`config.mk`:
```
export PLATFORM = sky130hd
export DESIGN_NAME = i2c_slave_lcd_writer
export DESIGN_NICKNAME = d
export VERILOG_FILES = /design/src/rtl/lcd_writer_pkg.sv /design/src/rtl/lcd_nibble_tx.sv /design/src/rtl/i2c_slave_lcd_writer.sv
export SDC_FILE = /design/constraint.sdc
export NUM_CORES = 1
export LEC_CHECK = 0
export BUFFER_PORTS_ARGS = -buffer_cell sky130_fd_sc_hd__buf_2
export CAP_MARGIN = 20
export CORE_ASPECT_RATIO = 1.4
export CORE_MARGIN = 10
export CORE_UTILIZATION = 39
export CTS_BUF_LIST = sky130_fd_sc_hd__clkbuf_8
export DETAILED_ROUTE_END_ITERATION = 12
export PLACE_DENSITY = 0.67
export SLEW_MARGIN = 15
export SYNTH_ARGS = -nofsm -noshare
export SYNTH_HDL_FRONTEND = slang
export SYNTH_SLANG_ARGS = --single-unit
export TNS_END_PERCENT = 20
```
`constraint.sdc`:
```
create_clock -name clk -period 4.6 [get_ports clk]
set_input_delay 0 -clock clk [delete_from_list [all_inputs] [get_ports clk]]
set_output_delay 0 -clock clk [all_outputs]
set_load 0.05 [all_outputs]
```
`src/rtl/lcd_writer_pkg.sv`:
```
// Shared states, HD44780 command bytes and frame byte ordering for the
// 4-bit LCD writer.
package lcd_writer_pkg;

  typedef enum logic [2:0] {PWR_WAIT, INIT_NIB, INIT_CMD, IDLE, FRAME} lcd_state_t;
  typedef enum logic [1:0] {SUB_HI, SUB_LO, SUB_WAIT} lcd_sub_t;
  typedef enum logic [1:0] {TX_IDLE, TX_SETUP, TX_PULSE, TX_HOLD} lcd_tx_state_t;

  localparam logic [7:0] CMD_FUNC_SET   = 8'h28;
  localparam logic [7:0] CMD_ENTRY_MODE = 8'h06;
  localparam logic [7:0] CMD_DISP_ON    = 8'h0C;
  localparam logic [7:0] CMD_CLEAR      = 8'h01;
  localparam logic [7:0] CMD_LINE1      = 8'h80;
  localparam logic [7:0] CMD_LINE2      = 8'hC0;

  localparam int FRAME_LEN    = 34;
  localparam int INIT_SEQ_LEN = 4;

  function automatic int max2(input int a, input int b);
    return (a > b) ? a : b;
  endfunction

  function automatic logic [3:0] init_nib(input logic [5:0] i);
    return (i == 6'd3) ? 4'h2 : 4'h3;
  endfunction

  function automatic logic [7:0] init_cmd(input logic [5:0] i);
    logic [7:0] b;
    case (i[1:0])
      2'd0:    b = CMD_FUNC_SET;
      2'd1:    b = CMD_ENTRY_MODE;
      2'd2:    b = CMD_DISP_ON;
      default: b = CMD_CLEAR;
    endcase
    return b;
  endfunction

  // Returns {rs, byte}: 0x80, chars 0..15, 0xC0, chars 16..31.
  function automatic logic [8:0] frame_item(input logic [5:0] i, input logic [255:0] fb);
    logic [8:0] item;
    logic [4:0] ch;
    if (i < 6'd17) ch = 5'(i - 6'd1);
    else           ch = 5'(i - 6'd2);
    if (i == 6'd0)       item = {1'b0, CMD_LINE1};
    else if (i == 6'd17) item = {1'b0, CMD_LINE2};
    else                 item = {1'b1, fb[{ch, 3'b000} +: 8]};
    return item;
  endfunction

endpackage

```
`src/rtl/lcd_nibble_tx.sv`:
```
// Drives one 4-bit nibble onto the LCD bus: setup with E low, E pulse,
// then hold with E low. Nibbles can be chained back to back without gaps.
module lcd_nibble_tx
  import lcd_writer_pkg::*;
#(
  parameter int SETUP_CYC   = 2,
  parameter int E_PULSE_CYC = 12
) (
  input  logic       clk,
  input  logic       rst_n,
  input  logic       start,
  input  logic       rs,
  input  logic [3:0] nibble,
  output logic       done,
  output logic       lcdE,
  output logic       lcdRs,
  output logic [3:0] lcdDb
);

  localparam int TX_W = $clog2(max2(SETUP_CYC, E_PULSE_CYC) + 1);

  lcd_tx_state_t   txState;
  logic [TX_W-1:0] cnt;

  // start/done handshake: start is taken while idle or on the done cycle
  // (back-to-back); done is high for exactly the last hold cycle.
  assign done = (txState == TX_HOLD) && (cnt == TX_W'(SETUP_CYC - 1));

  always_ff @(posedge clk) begin
    if (!rst_n) begin
      txState <= TX_IDLE;
      cnt     <= '0;
      lcdE    <= 1'b0;
      lcdRs   <= 1'b0;
      lcdDb   <= '0;
    end else begin
      case (txState)
        TX_IDLE: begin
          if (start) begin
            lcdRs   <= rs;
            lcdDb   <= nibble;
            cnt     <= '0;
            txState <= TX_SETUP;
          end
        end
        TX_SETUP: begin
          if (cnt == TX_W'(SETUP_CYC - 1)) begin
            cnt     <= '0;
            lcdE    <= 1'b1;
            txState <= TX_PULSE;
          end else cnt <= cnt + TX_W'(1);
        end
        TX_PULSE: begin
          if (cnt == TX_W'(E_PULSE_CYC - 1)) begin
            cnt     <= '0;
            lcdE    <= 1'b0;
            txState <= TX_HOLD;
          end else cnt <= cnt + TX_W'(1);
        end
        TX_HOLD: begin
          if (done) begin
            cnt <= '0;
            if (start) begin
              lcdRs   <= rs;
              lcdDb   <= nibble;
              txState <= TX_SETUP;
            end else txState <= TX_IDLE;
          end else cnt <= cnt + TX_W'(1);
        end
        default: txState <= TX_IDLE;
      endcase
    end
  end

endmodule

```
`src/rtl/i2c_slave_lcd_writer.sv`:
```
// HD44780 4-bit writer: power-on init, then 34-byte frame rewrites on request.
// Optional LCD_WRITER_AUTO_REFRESH_EN adds a periodic internal refresh.
module i2c_slave_lcd_writer
  import lcd_writer_pkg::*;
#(
  parameter int POWERON_CYC   = 750000,
  parameter int INIT_WAIT_CYC = 205000,
  parameter int SETUP_CYC     = 2,
  parameter int E_PULSE_CYC   = 12,
  parameter int CMD_WAIT_CYC  = 2000,
  parameter int CLR_WAIT_CYC  = 82000,
  parameter int REFRESH_CYC   = 2500000
) (
  input  logic         clk,
  input  logic         rst_n,
  input  logic [255:0] lcd_data,
  input  logic         refresh,
  output logic         busy,
  output logic         lcd_e,
  output logic         lcd_rs,
  output logic         lcd_rw,
  output logic [3:0]   lcd_db
);

  localparam int MAX_CYC = max2(max2(max2(POWERON_CYC, INIT_WAIT_CYC), max2(CMD_WAIT_CYC, CLR_WAIT_CYC)), REFRESH_CYC);
  localparam int CNT_W   = $clog2(MAX_CYC + 1);

  lcd_state_t       state;
  lcd_sub_t         sub;
  logic [5:0]       idx, nextIdx;
  logic [CNT_W-1:0] cnt;
  logic             pending;
  logic [255:0]     frameBuf;
  logic [8:0]       curItem, nextItem, selItem;
  logic             lastItem, waitTerm, trigger;
  logic             nibStart, nibRs, nibDone;
  logic [3:0]       nibVal;

  assign lcd_rw = 1'b0;

`ifdef LCD_WRITER_AUTO_REFRESH_EN
  logic             autoRun, autoPulse;
  logic [CNT_W-1:0] autoCnt;

  assign autoPulse = autoRun && (autoCnt == CNT_W'(REFRESH_CYC - 1));
  assign trigger   = refresh | autoPulse;

  always_ff @(posedge clk) begin
    if (!rst_n) begin
      autoRun <= 1'b0;
      autoCnt <= '0;
    end else begin
      if (state == INIT_CMD && sub == SUB_WAIT && waitTerm && lastItem) autoRun <= 1'b1;
      if (autoRun) autoCnt <= autoPulse ? '0 : autoCnt + CNT_W'(1);
    end
  end
`else
  assign trigger = refresh;
`endif

  always_comb begin
    nextIdx = idx + 6'd1;
    if (state == FRAME) begin
      curItem  = frame_item(idx, frameBuf);
      nextItem = frame_item(nextIdx, frameBuf);
      lastItem = (idx == 6'(FRAME_LEN - 1));
    end else begin
      curItem  = {1'b0, init_cmd(idx)};
      nextItem = {1'b0, init_cmd(nextIdx)};
      lastItem = (idx == 6'(INIT_SEQ_LEN - 1));
    end
    selItem = (sub == SUB_WAIT) ? nextItem : curItem;
    case (state)
      PWR_WAIT: waitTerm = (cnt == CNT_W'(POWERON_CYC - 1));
      INIT_NIB: waitTerm = (cnt == CNT_W'(INIT_WAIT_CYC - 1));
      default:  waitTerm = (curItem == {1'b0, CMD_CLEAR}) ? (cnt == CNT_W'(CLR_WAIT_CYC - 1))
                                                          : (cnt == CNT_W'(CMD_WAIT_CYC - 1));
    endcase
  end

  // Nibble starts are issued in the cycle before they appear on the bus, so
  // consecutive nibbles and waits chain without idle cycles.
  always_comb begin
    nibStart = 1'b0;
    nibRs    = 1'b0;
    nibVal   = '0;
    case (state)
      PWR_WAIT: if (waitTerm) begin
        nibStart = 1'b1;
        nibVal   = init_nib(6'd0);
      end
      INIT_NIB: if (sub == SUB_WAIT && waitTerm) begin
        nibStart = 1'b1;
        nibVal   = lastItem ? CMD_FUNC_SET[7:4] : init_nib(nextIdx);
      end
      INIT_CMD, FRAME: if ((sub == SUB_HI && nibDone) || (sub == SUB_WAIT && waitTerm && !lastItem)) begin
        nibStart = 1'b1;
        nibRs    = selItem[8];
        nibVal   = (sub == SUB_WAIT) ? selItem[7:4] : selItem[3:0];
      end
      IDLE: if (pending || trigger) begin
        nibStart = 1'b1;
        nibVal   = CMD_LINE1[7:4];
      end
      default: ;
    endcase
  end

  always_ff @(posedge clk) begin
    if (!rst_n) begin
      state    <= PWR_WAIT;
      sub      <= SUB_HI;
      idx      <= '0;
      cnt      <= '0;
      pending  <= 1'b0;
      busy     <= 1'b1;
      frameBuf <= '0;
    end else begin
      if (trigger && state != IDLE) pending <= 1'b1;
      case (state)
        PWR_WAIT: begin
          if (waitTerm) begin
            state <= INIT_NIB;
            idx   <= '0;
            sub   <= SUB_LO;
            cnt   <= '0;
          end else cnt <= cnt + CNT_W'(1);
        end
        INIT_NIB: begin
          if (sub == SUB_WAIT) begin
            if (waitTerm) begin
              cnt <= '0;
              if (lastItem) begin
                state <= INIT_CMD;
                idx   <= '0;
                sub   <= SUB_HI;
              end else begin
                idx <= nextIdx;
                sub <= SUB_LO;
              end
            end else cnt <= cnt + CNT_W'(1);
          end else if (nibDone) begin
            sub <= SUB_WAIT;
            cnt <= '0;
          end
        end
        INIT_CMD, FRAME: begin
          case (sub)
            SUB_HI: if (nibDone) sub <= SUB_LO;
            SUB_LO: if (nibDone) begin
              sub <= SUB_WAIT;
              cnt <= '0;
            end
            default: begin
              if (waitTerm) begin
                cnt <= '0;
                if (lastItem) begin
                  state <= IDLE;
                  // Init always chains into one frame; otherwise busy drops
                  // only if no request is waiting.
                  if (state == INIT_CMD) pending <= 1'b1;
                  else                   busy    <= pending || trigger;
                end else begin
                  idx <= nextIdx;
                  sub <= SUB_HI;
                end
              end else cnt <= cnt + CNT_W'(1);
            end
          endcase
        end
        IDLE: begin
          if (pending || trigger) begin
            state    <= FRAME;
            idx      <= '0;
            sub      <= SUB_HI;
            frameBuf <= lcd_data;
            pending  <= 1'b0;
            busy     <= 1'b1;
          end
        end
        default: state <= PWR_WAIT;
      endcase
    end
  end

  lcd_nibble_tx #(
    .SETUP_CYC  (SETUP_CYC),
    .E_PULSE_CYC(E_PULSE_CYC)
  ) u_tx (
    .clk   (clk),
    .rst_n (rst_n),
    .start (nibStart),
    .rs    (nibRs),
    .nibble(nibVal),
    .done  (nibDone),
    .lcdE  (lcd_e),
    .lcdRs (lcd_rs),
    .lcdDb (lcd_db)
  );

endmodule
```
==> summary.txt, run 1 <==
Routing
  – Via count: roughly 18000
  – Initial DRC count: ~1700
  – Drt wl/cell: around 23 µm
  – Routed Antenna Nets: 0
  – First-pass DRT Iterations: 6
  – Via density: between 5 and 6
  – Drt drc: 0
  – DRT Wirelength: a little over 70000 µm

Place
  – Detailed Place HPWL: ~50000 µm
  – Port bufs: between 200 and 300
  – GPL Wtd Cong: 1.06
  – Placed Instance Area: roughly 18000 µm²

Cells and area
  – Share of cells above drive strength 1: between 15 and 20%
  – Layout area overhead: 36.0%
  – Final instance area: roughly 21000 µm²
  – Layout Nets: around 2900

Setup path
  – Crit-path max FO: 35
  – Worst R2R Path Depth: 12
  – Crit path required time: just over 5 ns
  – Critical path startpoint category: flop
  – Crit path kind: reg -> reg
  – CP Data Arrival Time: ~4.7 ns
  – CP endpoint kind: flop

Global routing
  – GRT Overall Usage: 28.3%
  – Vias in the first global route: between 15000 and 20000
  – First-pass GRT wire length: around 110000 µm
  – Overflow left after global routing: 0
  – Largest net degree at the start of global routing: between 200 and 300
  – Initial antenna violation count: 15

Logic synthesis
  – Ys async rst share: 0%
  – Main combinational cell family by area after synthesis: compound AO/OA/AOI/OAI gates
  – Synth top area cells: dfxtp_1, nand2_1, a21oi_1, clkbuf_1, mux2i_1
  – Synth top cells by count: nand2_1, a21oi_1, dfxtp_1
  – Post-synth top area share: between 30 and 40%
  – Synth area leader: dfxtp_1
  – Post-synth EDFFs: 0
  – Most used DFF post-synth: dfxtp_1
  – Most common cell in the netlist: nand2_1
  – FF+latch count, synth: a little over 300
  – Avg Inst Size Synth: around 7.4 µm²
  – Post-synthesis simple-gate area fraction: between 20% and 30%
  – Synth Area in Compound Gates: 25.8%
  – Syn_nets: 2373
  – Multiplexer area fraction after synthesis: 3.40%
  – Synth unique cells: 100
  – Mapped Cells: 2094
  – Netlist Area Pre-Place: 15600 µm²
  – Register area share after synthesis: around two fifths
  – Adder-cell share of the synthesized area: about 1.6%
  – Post-Synth XOR/XNOR Area: 0.819%
  – Yosys warning count: 0

STA
  – Worst-margin pin slew: between 1 and 1.5 ns
  – Final worst-path cycle share: about nine tenths
  – Post-layout min period: between 4 and 5 ns
  – Clock skew: between 0.03 and 0.04 ns
  – Final setup viols: 0
  – Fin. Hold Viols: 0
  – RSZ-0062 raised after global routing: false
  – Slew headroom: 4.37%
  – Fmax achieved: approximately 240 MHz
  – Slew Viols, Final: 0
  – Setup Total Neg Slack: 0 ns
  – Final Hold Slack: about 0.19 ns

Floorplanning
  – Rows: 86
  – Core Area: ~39000 µm²
  – Die footprint: just under 50000 µm²
  – Ports: roughly 270
  – Initial Util: roughly two fifths
  – Die Wd: approximately 190 µm
  – Die Ht: between 200 and 300 µm

Clock tree
  – CTS Buffer Depth: 3
  – Post-cts sizing count: 0
  – TritonCTS Buffers: 50
  – Root Driver: clkbuf_8
  – Worst-path clk slew: approximately 0.07 ns
  – CTS tree: done
  – CTS Sinks: about 300
  – Post-CTS Setup Repair Bufs: 0
  – Post-CTS Hold Fix Bufs: between 200 and 300
  – H-tree levels: 2
  – Worst skew pair latency: 0.63 ns

Power
  – Design Power: 0.00552 W
  – VDD IR-drop max: between 0.2 and 0.25 mV
  – Power density cells: ~260 nW/µm²
  – Pleak: 7.90 nW
  – Int Pwr: roughly 0.0042 W
  – Switching power: between 0.001 and 0.0015 W
  – Switching portion of total power: between 20% and 30%
  – Logic pwr share: around 6.6%
  – Clock network fraction of total power: between 40% and 50%
  – Power share of the sequential group: between 40% and 50%

Min path
  – Worst hold-check path type: in -> reg
  – Hold Path Stages: 4

Run status
  – Status: completed

Flow run
  – Total of max-cap violations: 0
==> through the flow <==
stage / utilization [%] / worst slack (ns) / instances
floorplan: - / 0.514 / 2094
global placement: 44.5 / 0.675 / 2792
detailed placement: 44.5 / 0.614 / 2792
CTS: 53.7 / 0.487 / 3139
global route: 53.8 / 0.112 / 3153
finish: 53.8 / 0.459 / 3155
==> registers in the layout, summed over array words and instances (netlist names), 2 cells and up <==
register      cells
idx               6
u_tx.txState      2
state             3
cnt              22
sub               2
frameBuf        256
u_tx.lcdDb        4
u_tx.cnt          4
==> layer usage <==
| layer | up-vias | wire length, µm | part of all wire [%] | GRT usage (%) |
|---|---|---|---|---|
| li1 | 8392 | - | - | - |
| met1 | 8619 | 25000 | 34 | 29.0 |
| met2 | 1030 | 36500 | 50 | 50.3 |
| met3 | 325 | 5210 | 7.2 | 5.28 |
| met4 | 0 | 5790 | 8.0 | 20.9 |
| met5 | - | 0 | 0 | 0 |
==> layout make-up <==
class | count | area [µm²]
clock buffer | 64 | 881
fill | 3578 | 18200
timing repair buffer | 594 | 4520
clock inverter | 24 | 171
antenna | 16 | 40.0
inverter | 24 | 97.6
sequential | 303 | 6070
multi-input combinational | 1602 | 8760
tap | 528 | 661
==> layout by cell type, fill, tap and decap left out, types with 6 or more instances in the layout <==
cell	count
inv_1	31
o211ai_1	13
a211o_1	7
nor2b_1	10
a21o_1	9
dfxtp_1	302
and2_1	14
dlygate4sd3_1	259
a311oi_1	6
clkbuf_8	64
a2111oi_0	7
mux2i_1	44
clkinv_2	8
o22a_1	8
nand3_1	26
o22ai_1	42
nand2_1	601
and3_1	10
o221ai_1	29
or4_1	8
buf_2	265
o21ai_0	59
a211oi_1	18
nand2b_1	9
o31ai_1	17
a31oi_1	18
a21oi_1	318
nor2_1	94
a2111o_1	6
ha_1	20
a221oi_1	6
nor4_1	19
buf_12	6
nor4b_1	6
or3_1	11
nand4_1	7
buf_4	64
diode_2	16
o21a_1	8
nor3_1	30
==> power by group through the flow <==
stage	Combinational, W	Clock [W]	Sequential (W)
2_1_floorplan	0.0000492	0	0.00269
3_3_place_gp	0.000170	0	0.00269
3_5_place_dp	0.000173	0	0.00269
4_1_cts	0.000345	0.00256	0.00263
5_1_grt	0.000386	0.00266	0.00263
6_report	0.000365	0.00253	0.00263
==> kinds of logic (layout without fill, tap and decap cells) <==
family | after synthesis | count (layout)
xor gates and xnor gates | 12 | 12
buffers and inverters | 189 | 706
AOI/OAI and AO/OA | 639 | 639
and+or+nand+nor | 881 | 881
adders and majority gates | 20 | 20
DFF | 303 | 303
other | 1 | 17
muxes | 49 | 49
==> path summary, 6_finish.rpt <==
kind / from / end / slack (ns)
worst max-delay path: idx[1] / pending / 0.46
worst min-delay path: lcd_data[17] / frameBuf[17] / 0.19
worst max register to register: idx[1] / pending / 0.46
worst min register to register: frameBuf[179] / frameBuf[179] / 0.46
==> critical path: stages, from the launching register on <==
cell	delay, ns
dfxtp_1	0.34
buf_4	0.44
ha_1	0.52
nor4b_1	0.39
buf_4	0.19
a21oi_1	0.07
nor4_1	0.26
o221a_2	0.28
and2_1	0.42
nand3_2	0.21
o21ai_0	0.22
o211a_1	0.16
dlygate4sd3_1	0.53
No activity file was read; power rests on OpenSTA's default activity.
==> inputs of run 2 (changes only) <==
Clock period 4.6 ns to 5 ns, I/O delays scaled along.
==> summary.txt, run 2 (synthesis results as in run 1) <==
STA
  – Slew Viols, Final: 0
  – Slew headroom: between 20% and 30%
  – Setup Total Neg Slack: 0 ns
  – Final Hold Slack: 0.187 ns
  – Fin. Hold Viols: 0
  – Final setup viols: 0
  – Fmax achieved: roughly 230 MHz
  – Post-layout min period: about 4.3 ns
  – Clock skew: just under 0.04 ns
  – RSZ-0062 raised after global routing: false
  – Worst-margin pin slew: roughly 1.1 ns
  – Final worst-path cycle share: between 80% and 90%

Floorplanning
  – Die footprint: 48500 µm²
  – Initial Util: just under 40%
  – Rows: 86
  – Ports: 267
  – Core Area: a little under 40000 µm²
  – Die Wd: between 150 and 200 µm
  – Die Ht: 257 µm

Setup path
  – Worst R2R Path Depth: 13
  – CP endpoint kind: flop
  – Crit path required time: roughly 5.5 ns
  – Critical-path top delay cell: or4_1
  – Crit path buf inv count: 3
  – Crit-path leading delay family: simple AND/OR/NAND/NOR gates
  – Top cell by count, worst path: buf_4
  – Reg2reg end: u_tx.lcdDb[1]
  – Critical path startpoint category: flop
  – R2R Setup Slk: between 0.6 and 0.7 ns
  – Critical Path Max Stage Delay: roughly 0.52 ns
  – R2r startpoint: idx[1]
  – Crit-path max FO: 35
  – Worst Setup SP: idx[1]
  – CP Data Arrival Time: 4.87 ns
  – Crit path kind: reg -> reg
  – CP Depth: 13
  – CP cell instances: buf_4 -> ha_1 -> nand4_2 -> xnor2_1 -> o211ai_2 -> buf_4 -> and2_1 -> buf_4 -> nor2_1 -> o41ai_1 -> a2111oi_0 -> or4_1 -> a211oi_2
  – Critical Path End: u_tx.lcdDb[1]

Clock tree
  – Post-CTS Setup Repair Bufs: 0
  – Worst-path clk slew: approximately 0.07 ns
  – CTS Buffer Depth: 3
  – CTS Sinks: 303
  – TritonCTS Buffers: 50
  – H-tree levels: 2
  – Worst skew pair latency: 0.61 ns
  – Root Driver: clkbuf_8
  – CTS tree: done

Routing
  – Routed Antenna Nets: 0
  – Via density: around 5.8
  – DRT Wirelength: between 70000 and 80000 µm
  – Initial DRC count: ~1800
  – Drt wl/cell: roughly 23 µm
  – Drt drc: 0
  – Via count: ~18000
  – First-pass DRT Iterations: 8

Place
  – GPL Wtd Cong: 1.02
  – Detailed Place HPWL: approximately 50000 µm
  – Cells after DPL: between 2000 and 3000
  – Port bufs: ~270

Power
  – Power density cells: around 250 nW/µm²
  – Design Power: roughly 0.0053 W
  – VDD IR-drop max: around 0.21 mV
  – Pleak: roughly 7.8 nW

Cells and area
  – Number of flip-flops in the largest register: 256
  – Share of cells above drive strength 1: between 15 and 20%
  – Layout Nets: approximately 2800
  – Top flop regs: frameBuf (256), cnt (22), idx (6)
  – Biggest register: frameBuf
  – Leading cell types in the layout, fill and taps excluded: nand2_1, a21oi_1, dfxtp_1
  – Util after Layout: between 50 and 60%
  – Commonest non-fill, non-tap cell in the layout: nand2_1
  – Layout area overhead: 35.5%
  – Seq. cell area: a little over 6000 µm²
  – Fillers: 3600
  – Multi-input gate area: ~8800 µm²
  – Non-Filler Instances: 3131

Global routing
  – Overflow left after global routing: 0
  – Largest net degree at the start of global routing: ~170
  – First-pass GRT wire length: ~100000 µm
  – GRT Overall Usage: 27.4%
  – Vias in the first global route: approximately 18000
  – Initial antenna violation count: 9

Min path
  – Hold Path Stages: 4
  – Worst hold-check path type: in -> reg

Flow run
  – Total of max-cap violations: 0

Run status
  – Status: completed
-- run 2: cell types whose count changed in the layout (fill, tap and decap cells not counted), moves of 2 or more --
cell | before | now
inv_1 | 31 | 26
bufinv_16 | 2 | 5
buf_12 | 6 | 4
clkinv_2 | 8 | 11
clkinvlp_4 | 3 | 1
diode_2 | 16 | 11
buf_4 | 64 | 47
-- run 2: final cells by class --
| type | count | area share [%] |
|---|---|---|
| Multi-Input combinational cell | 1602 | 41.5 |
| Sequential cell | 303 | 28.7 |
| Timing Repair Buffer | 575 | 20.6 |
| Clock buffer | 65 | 4.24 |
| Tap cell | 528 | 3.13 |
| Clock inverter | 23 | 1.14 |
| Inverter | 24 | 0.462 |
| Antenna cell | 11 | 0.130 |
-- run 2: worst min-delay path by stage --
stage | start | endpoint | slack [ns]
6_report | lcd_data[205] | frameBuf[205] | 0.19
5_1_grt | lcd_data[255] | frameBuf[255] | 0.20
4_1_cts | lcd_data[255] | frameBuf[255] | 0.16
3_5_place_dp | lcd_data[159] | frameBuf[159] | 0.25
3_3_place_gp | lcd_data[139] | frameBuf[139] | 0.25
2_1_floorplan | lcd_data[159] | frameBuf[159] | 0.14
-- run 2: through the flow --
| step | setup slack (ns) | cell area (µm²) |
|---|---|---|
| finish | 0.660 | 21100 |
| global route | 0.489 | 21100 |
| CTS | 0.706 | 21100 |
| detailed placement | 0.732 | 17400 |
| global placement | 0.744 | 17300 |
| floorplan | 0.914 | 15600 |
-- run 2: timing repair --
| action | CTS | global route |
|---|---|---|
| hold buffers | 259 | 0 |
| hold endpoints to repair | 271 | 0 |
| resized for setup | 0 | 0 |
-- run 2: tightest hold or removal path: stages --
cell	delay, ns
dlygate4sd3_1	0.53
buf_2	0.12
nand2_1	0.04
a21oi_1	0.05
-- run 2: power by group --
part | internal (W) | total [W] | switching (W)
sequential | 0.00242 | 0.00242 | 0.00000254
combinational | 0.000212 | 0.000330 | 0.000118
clock | 0.00143 | 0.00250 | 0.00107
-- run 2: per-layer routing --
metal	up-vias	GRT usage, %	wire [µm]
met5	-	0	0
li1	8340	-	-
met1	8591	29.8	25600
met4	0	19.5	5280
met2	901	47.4	35200
met3	331	4.62	4460
==> inputs of run 3 (changes only) <==
==> constraint.sdc (replaced) <==
create_clock -name clk -period 5 [get_ports clk]
set_input_delay 1.5 -clock clk [delete_from_list [all_inputs] [get_ports clk]]
set_output_delay 1.5 -clock clk [all_outputs]
set_load 0.05 [all_outputs]
==> summary.txt, run 3 (synthesis results as in run 1) <==
Routing
  – Drt wl/cell: about 22 µm
  – DRT Wirelength: roughly 65000 µm
  – Via count: 16600
  – Top Layer Used: met4
  – Initial DRC count: 1612
  – Drt drc: 0
  – Routed Antenna Nets: 0
  – Met3 WL: roughly 4300 µm
  – Met2 WL post-DR: about 32000 µm
  – First-pass DRT Iterations: 6
  – M1 WL: approximately 24000 µm
  – Via density: just under 6

Power
  – VDD IR-drop max: 0.175 mV
  – Design Power: around 0.005 W
  – Pleak: between 6 and 7 nW
  – Power density cells: ~270 nW/µm²

Clock tree
  – Post-CTS Setup Repair Bufs: 0
  – Post-cts sizing count: 0
  – H-tree levels: 2
  – TritonCTS Buffers: 48
  – Worst skew pair latency: between 0.6 and 0.7 ns
  – Post-CTS Hold Fix Bufs: 0
  – Worst-path clk slew: ~0.070 ns
  – CTS Sinks: 303
  – CTS tree: done
  – CTS Buffer Depth: 3
  – Root Driver: clkbuf_8

Cells and area
  – Layout Nets: ~2600
  – Leading cell types in the layout, fill and taps excluded: nand2_1, a21oi_1, dfxtp_1
  – Layout area overhead: 18.6%
  – Commonest non-fill, non-tap cell in the layout: nand2_1
  – Antenna Cells: 0
  – Biggest register: frameBuf
  – Fillers: approximately 4000
  – Number of flip-flops in the largest register: 256
  – Top flop regs: frameBuf (256), cnt (22), idx (6)
  – Share of cells above drive strength 1: a little under a fifth
  – Non-Filler Instances: ~2900

Min path
  – Worst hold-check path type: reg -> reg

Global routing
  – Overflow left after global routing: 0
  – First-pass GRT wire length: ~96000 µm
  – Largest net degree at the start of global routing: 257
  – GRT Overall Usage: 25.2%
  – Vias in the first global route: between 15000 and 20000
  – Initial antenna violation count: 0

STA
  – Post-layout min period: between 4 and 5 ns
  – RSZ-0062 raised after global routing: false
  – Slew headroom: around 33%
  – Final worst-path cycle share: between 80% and 90%
  – Slew Viols, Final: 0
  – PnR worst setup slack: ~0.73 ns
  – Final setup viols: 0
  – Setup Total Neg Slack: 0 ns
  – Worst-margin pin slew: just under 1 ns
  – Clock skew: about 0.036 ns
  – Fmax achieved: around 230 MHz
  – Final Hold Slack: roughly 0.46 ns
  – Fin. Hold Viols: 0

Setup path
  – Crit-path max FO: 39
  – Crit path kind: reg -> reg
  – Critical-path top delay cell: o211a_1
  – CP Data Arrival Time: between 4 and 5 ns
  – Crit path required time: approximately 5.5 ns
  – CP cell instances: buf_4 -> buf_4 -> a21o_1 -> o211a_1 -> nand3_2 -> and2_1 -> buf_4 -> buf_4 -> o22ai_1 -> nor3_1 -> or4_1 -> o211ai_1 -> o22ai_1
  – Top cell by count, worst path: buf_4
  – Critical path startpoint category: flop
  – Critical Path Max Stage Delay: a little over 0.5 ns
  – CP endpoint kind: flop

Floorplanning
  – Core Area: approximately 40000 µm²
  – Rows: between 80 and 90
  – Ports: ~270
  – Die Ht: ~260 µm
  – Die footprint: about 48000 µm²
  – Initial Util: approximately two fifths
  – Die Wd: roughly 190 µm

Place
  – Place WS: between 0.8 and 0.9 ns
  – Detailed Place HPWL: a little under 50000 µm
  – GPL Wtd Cong: 1.04
  – Port bufs: about 270
  – Cells after DPL: around 2800

Flow run
  – Total of max-cap violations: 0

Run status
  – Status: completed
[run 3: changes by cell type in the layout (fill, tap and decap cells not counted), sizes merged]
cell	change
buf	+8
dlygate4sd3	-259
diode	-11
clkbuf	-5
bufinv	-1
inv	+9
clkinvlp	+1
clkinv	-4
[run 3: power breakdown]
group          internal [W]  total, W  switching [W]  leakage (nW)
registers           0.00242   0.00242     0.00000262          2.44
logic             0.0000803  0.000159      0.0000790          3.73
clock network       0.00130   0.00234        0.00105         0.595
total               0.00379   0.00492        0.00113          6.77
[run 3: metal layers]
layer | global-route usage, % | vias to the layer above
met2 | 44.0 | 759
li1 | - | 7824
met4 | 14.4 | 0
met1 | 28.4 | 7857
met3 | 4.21 | 176
met5 | 0 | -
[run 3: path summary, 6_finish.rpt]
path | slack (ns) | startpoint | to | depth (start not counted)
min reg2reg | 0.46 | frameBuf[90] | frameBuf[90] | 2
min | 0.46 | frameBuf[90] | frameBuf[90] | 2
max | 0.73 | idx[0] | u_tx.lcdDb[2] | 13
max reg2reg | 0.73 | idx[0] | u_tx.lcdDb[2] | 13
[run 3: cell type report]
type	count	area, µm²	area share (%)
multi-input combinational	1602	8760	47.4
timing repair buffer	324	1840	9.94
clock buffer	60	826	4.47
inverter	24	97.6	0.528
sequential	303	6070	32.8
clock inverter	28	235	1.27
tap	528	661	3.57
[run 3: through the flow]
stage | area [µm²] | util (%)
after floorplan | 15600 | -
after global placement | 17400 | 44.1
after detailed placement | 17400 | 44.2
after CTS | 18400 | 46.8
after global routing | 18500 | 46.9
final | 18500 | 46.9
[run 3: critical path, delay by kind of cell (launching register included)]
family                 cells  cell delay (ns)
AOI/OAI and AO/OA          5             1.20
and+or+nand+nor            4             1.40
buffers and inverters      4             1.17
DFF                        1             0.33
